[src/rtl/axi_bram_slave.sv]
// AXI4 slave front-end for a single-port BRAM with 1-cycle read latency.
// One burst is in flight at a time; simultaneous AW/AR requests are
// arbitrated round-robin, starting write-first after reset.
// Handshake rule: a transfer on any channel happens on the rising clk edge
// where both valid and ready are high; ready never waits on anything but state
// and the opposing request.
module axi_bram_slave #(
  parameter int BRAM_SIZE  = 16,
  parameter int DATA_WIDTH = 64,
  parameter int ID_WIDTH   = 4,
  localparam int STRB_W    = DATA_WIDTH / 8,
  localparam int OFF_W     = $clog2(STRB_W),
  localparam int ADDR_W    = BRAM_SIZE + OFF_W
) (
  input  logic                  clk,
  input  logic                  rst,
  // write address channel
  input  logic [ID_WIDTH-1:0]   aw_id,
  input  logic [ADDR_W-1:0]     aw_addr,
  input  logic [7:0]            aw_len,
  input  logic [2:0]            aw_size,
  input  logic [1:0]            aw_burst,
  input  logic                  aw_valid,
  output logic                  aw_ready,
  // write data channel
  input  logic [DATA_WIDTH-1:0] w_data,
  input  logic [STRB_W-1:0]     w_strb,
  input  logic                  w_last,
  input  logic                  w_valid,
  output logic                  w_ready,
  // write response channel
  output logic [ID_WIDTH-1:0]   b_id,
  output logic [1:0]            b_resp,
  output logic                  b_valid,
  input  logic                  b_ready,
  // read address channel
  input  logic [ID_WIDTH-1:0]   ar_id,
  input  logic [ADDR_W-1:0]     ar_addr,
  input  logic [7:0]            ar_len,
  input  logic [2:0]            ar_size,
  input  logic [1:0]            ar_burst,
  input  logic                  ar_valid,
  output logic                  ar_ready,
  // read data channel
  output logic [ID_WIDTH-1:0]   r_id,
  output logic [DATA_WIDTH-1:0] r_data,
  output logic [1:0]            r_resp,
  output logic                  r_last,
  output logic                  r_valid,
  input  logic                  r_ready,
  // BRAM port
  output logic                  ram_clk,
  output logic                  ram_en,
  output logic [STRB_W:0]       ram_we,
  output logic [ADDR_W-1:0]     ram_addr,
  output logic [DATA_WIDTH-1:0] ram_wrdata,
  input  logic [DATA_WIDTH-1:0] ram_rddata,
  // FSM state for observation
  output logic [2:0]            state_dbg
);

  typedef enum logic [2:0] {
    IDLE    = 3'd0,
    W_DATA  = 3'd1,
    B_RESP  = 3'd2,
    R_ISSUE = 3'd3,
    R_DATA  = 3'd4
  } state_t;

  state_t              state;
  logic                prio_w;   // 1: write side wins a tie
  logic [ID_WIDTH-1:0] id;
  logic [ADDR_W-1:0]   addr;
  logic [ADDR_W-1:0]   inc;
  logic [7:0]          cnt;      // beats remaining after the current one

  logic grant_w;
  logic grant_r;

  // Burst type and w_last do not influence anything: all bursts run as INCR
  // and the latched length alone ends a write burst.
  logic unused_inputs;
  assign unused_inputs = ^{aw_burst, ar_burst, w_last};

  assign grant_w = aw_valid && (!ar_valid || prio_w);
  assign grant_r = ar_valid && (!aw_valid || !prio_w);

  assign aw_ready = !rst && (state == IDLE) && grant_w;
  assign ar_ready = !rst && (state == IDLE) && grant_r;

  assign w_ready  = (state == W_DATA);
  assign b_valid  = (state == B_RESP);
  assign b_id     = id;
  assign b_resp   = 2'b00;

  assign r_valid  = (state == R_DATA);
  assign r_data   = ram_rddata;
  assign r_id     = id;
  assign r_resp   = 2'b00;
  assign r_last   = (state == R_DATA) && (cnt == 8'd0);

  assign ram_clk    = clk;
  assign ram_addr   = addr;
  assign ram_wrdata = w_data;
  assign state_dbg  = state;

  // BRAM strobes: a write beat drives enable and byte lanes, a read issue
  // drives enable alone.
  always_comb begin
    ram_en = 1'b0;
    ram_we = '0;
    if (state == W_DATA) begin
      ram_en = w_valid;
      ram_we = {1'b0, w_strb & {STRB_W{w_valid}}};
    end else if (state == R_ISSUE) begin
      ram_en = 1'b1;
    end
  end

  // Transaction FSM: arbitration, burst address/count tracking, responses.
  always_ff @(posedge clk) begin
    if (rst) begin
      state  <= IDLE;
      prio_w <= 1'b1;
      id     <= '0;
      addr   <= '0;
      inc    <= '0;
      cnt    <= '0;
    end else begin
      case (state)
        IDLE: begin
          if (grant_w) begin
            id    <= aw_id;
            addr  <= aw_addr;
            cnt   <= aw_len;
            inc   <= ADDR_W'(1) << aw_size;
            state <= W_DATA;
            if (ar_valid) prio_w <= 1'b0;
          end else if (grant_r) begin
            id    <= ar_id;
            addr  <= ar_addr;
            cnt   <= ar_len;
            inc   <= ADDR_W'(1) << ar_size;
            state <= R_ISSUE;
            if (aw_valid) prio_w <= 1'b1;
          end
        end
        W_DATA: begin
          if (w_valid) begin
            addr <= addr + inc;
            cnt  <= cnt - 8'd1;
            if (cnt == 8'd0) state <= B_RESP;
          end
        end
        B_RESP: begin
          if (b_ready) state <= IDLE;
        end
        R_ISSUE: begin
          state <= R_DATA;
        end
        R_DATA: begin
          if (r_ready) begin
            if (cnt == 8'd0) begin
              state <= IDLE;
            end else begin
              addr  <= addr + inc;
              cnt   <= cnt - 8'd1;
              state <= R_ISSUE;
            end
          end
        end
        default: state <= IDLE;
      endcase
    end
  end

endmodule

[config.mk]
export PLATFORM = sky130hd
export DESIGN_NAME = axi_bram_slave
export DESIGN_NICKNAME = d
export VERILOG_FILES = /design/src/rtl/axi_bram_slave.sv
export SDC_FILE = /design/constraint.sdc
export NUM_CORES = 1
export LEC_CHECK = 0
export CAP_MARGIN = 15
export CORE_AREA = 2 2 156 158
export DETAILED_ROUTE_END_ITERATION = 6
export DIE_AREA = 0 0 158 160
export PLACE_DENSITY_LB_ADDON = 0.05
export SLEW_MARGIN = 5
export SYNTH_ARGS = -nofsm -noshare
export SYNTH_HDL_FRONTEND = slang
export SYNTH_SLANG_ARGS = --single-unit
[constraint.sdc]
create_clock -name clk -period 2.82 [get_ports clk]
set_input_delay 0.564 -clock clk [delete_from_list [all_inputs] [get_ports clk]]
set_output_delay 0.564 -clock clk [all_outputs]
set_load 0.03 [all_outputs]
==> results.sh <==
export IMPL_p_switching_w=0.00146
export IMPL_ys_seq_area_share_pct=19.8
export IMPL_synth_most_common_cell="buf_4"
export IMPL_diodes=0
export IMPL_core_area_um2=23800
export IMPL_wl_per_cell_um=17.8
export IMPL_grt_pass1_wl_um=24300
export IMPL_fin_area_um2=5410
export IMPL_dr_pass1_iters=4
export IMPL_num_vias=3949
export IMPL_final_util_pct=22.7
export IMPL_insertion_delay_ns=0.41
export IMPL_avgSynthCellArea_um2=7.69
export IMPL_synth_compound_area_share_pct=23.3
export IMPL_status="completed"
export IMPL_synth_edf_count=0
export IMPL_die_area_um2=25300
export IMPL_syn_area_um2=4350
export IMPL_switching_share_pct=40.8
export IMPL_cp_arrival_ns=2.23
export IMPL_ys_seq_elements=43
export IMPL_setup_violations=0
export IMPL_final_nets=802
export IMPL_tritoncts="built"
export IMPL_reg2reg_depth=7
export IMPL_maxSlewViolCount=0
export IMPL_synth_cells=566
export IMPL_synth_cell_type_count=72
export IMPL_synthFlopType="dfxtp_1"
export IMPL_numPortBuffers=128
export IMPL_synth_area_leaders="buf_4 25%, dfxtp_1 20%, nand2_1 4.6%"
export IMPL_wl_um=16000
export IMPL_start_util_pct=18.3
export IMPL_p_leak_nw=2.09
export IMPL_grt_pass1_vias=4163
export IMPL_hold_buffers=0
export IMPL_synth_top_family_by_area="buffers and inverters"
export IMPL_hold_path_class="reg -> reg"
export IMPL_drtIter0Drc=146
export IMPL_worstSetupPathType="clk -> out"
export IMPL_synth_simple_gate_area_share_pct=20.2
export IMPL_antenna_found_initial=0
export IMPL_gp_congestion=0.719
export IMPL_synth_common_cells="142 x buf_4, 53 x nand2_1, 43 x dfxtp_1"
export IMPL_grt_max_degree=35
export IMPL_powerDensity_nw_per_um2=664
export IMPL_ir_drop_mv=0.208
export IMPL_postPlaceCellArea_um2=5170
export IMPL_ys_warn_count=0
export IMPL_path_clk_slew_ns=0.07
export IMPL_regArea_um2=862
export IMPL_via_per_inst=4.39
export IMPL_synth_xor_area_share_pct=1.21
export IMPL_postRouteAntennaNets=0
export IMPL_die_x_um=158
export IMPL_synth_top_area_share_pct=24.5
export IMPL_cp_start_kind="clock port"
export IMPL_pwr_share_comb_pct=48.6
export IMPL_required_ns=2.26
export IMPL_ios=395
export IMPL_fin_setup_tns_ns=0
export IMPL_route_detailed_drc=0
export IMPL_p_int_w=0.00213
export IMPL_worst_pin_slew_ns=0.766
export IMPL_synthAdderAreaFrac_pct=3.34
export IMPL_clockPowerShare_pct=26.7
export IMPL_max_slew_margin_pct=48.5
export IMPL_grt_ovfl_total=0
export IMPL_multi_input_area_um2=2280
export IMPL_synth_area_mux_share_pct=3.83
export IMPL_yosys_area_top_type="buf_4"
export IMPL_endpoint_kind="output pin"
export IMPL_num_fill_cells=2696
export IMPL_seqPwrFrac_pct=24.7
export IMPL_fp_dieH_um=160
export IMPL_async_reset_ff_share_pct=0
export IMPL_max_cap_violations=0
export IMPL_area_growth_pct=24.3
export IMPL_crit_fanout=2
export IMPL_hold_depth=2
export IMPL_drive_gt1_share_pct=12.7
export IMPL_rows=57
export IMPL_grt_usage_pct=12.7
export IMPL_skew_ns=0.00774
export IMPL_rsz0062_at_grt="false"
export IMPL_dp_hpwl_um=12300
export IMPL_hold_viol=0
-- cell type report --
| class | instances | share of cell area, % |
|---|---|---|
| clock buffers | 10 | 3.96 |
| clock inverters | 1 | 0.555 |
| inverters | 11 | 0.764 |
| multi-input cells | 347 | 42.1 |
| flip-flops and latches | 43 | 15.9 |
| well taps | 324 | 7.50 |
| repair buffers | 163 | 29.2 |
-- placed cells by master, fill, tap and decap left out, types with 6 or more instances in the layout --
cell type,synthesis,layout
buf_4,142,42
dfxtp_1,43,42
clkbuf_16,0,8
nand3b_1,6,6
inv_1,10,10
and2_1,13,13
a32o_1,6,6
a211o_1,8,8
a311oi_1,6,6
nor3_1,10,10
nor2_1,30,29
clkdlybuf4s50_1,0,117
o211ai_1,10,10
nand4_1,7,7
ha_1,10,10
mux2i_1,11,11
a21oi_1,37,37
nand3_1,10,10
and3_1,16,16
nand2_1,53,53
o21ai_0,19,19
a211oi_1,9,9
-- power by group through the flow --
| stage | clock network [W] | registers (W) | logic [W] |
|---|---|---|---|
| 2_1_floorplan | 0.0000531 | 0.00102 | 0.00122 |
| 3_3_place_gp | 0.0000591 | 0.000904 | 0.00177 |
| 3_5_place_dp | 0.0000591 | 0.000906 | 0.00176 |
| 4_1_cts | 0.00100 | 0.000893 | 0.00177 |
| 5_1_grt | 0.00102 | 0.000913 | 0.00190 |
| 6_report | 0.000958 | 0.000887 | 0.00175 |
-- sequential cells by signal, summed over array words and instances, names as in the netlist --
| signal | flops |
|---|---|
| ram_addr | 19 |
| cnt | 8 |
| inc | 8 |
| b_id | 4 |
| state_dbg | 3 |
| prio_w | 1 |
-- cell families (layout without fill, tap and decap cells) --
family	count (synthesis)	after routing
buffers and inverters	180	185
AOI/OAI and AO/OA	138	138
xor gates and xnor gates	6	6
and+or+nand+nor	171	171
DFF	43	43
muxes	16	16
other	1	5
adders and majority gates	11	11
-- stage by stage --
step	power (W)	setup slack, ns	hold slack [ns]	std cells
after floorplan	0.00229	0.0467	0.440	570
after global placement	0.00273	0.101	0.456	889
after detailed placement	0.00273	0.0949	0.459	889
after CTS	0.00367	0.0180	0.469	899
after global routing	0.00383	0.0123	0.492	899
final	0.00359	0.0228	0.463	899
-- critical path, cell delays in order --
cell and delay [ns]:
clkbuf_16 0.12, clkbuf_16 0.12, clkdlybuf4s50_1 0.58
-- final timing paths --
path                                endpoint  slack [ns]   startpoint
worst min register to register        inc[5]        0.46       inc[5]
worst max-delay path                 ram_clk        0.02          clk
worst min-delay path                  inc[5]        0.46       inc[5]
worst max register to register  ram_addr[15]        0.47  ram_addr[1]
-- layer usage --
metal	routed length (µm)	GRT usage, %	up-vias
li1	-	-	1891
met1	7010	15.3	1862
met2	7700	21.4	136
met3	900	3.55	60
met4	353	4.95	0
met5	0	0	-
-- what timing repair did --
item                       CTS  global route
setup endpoints to repair    1             0
setup buffers                0             0
gates resized for setup      1             0
(Power assumes the default switching activity.)
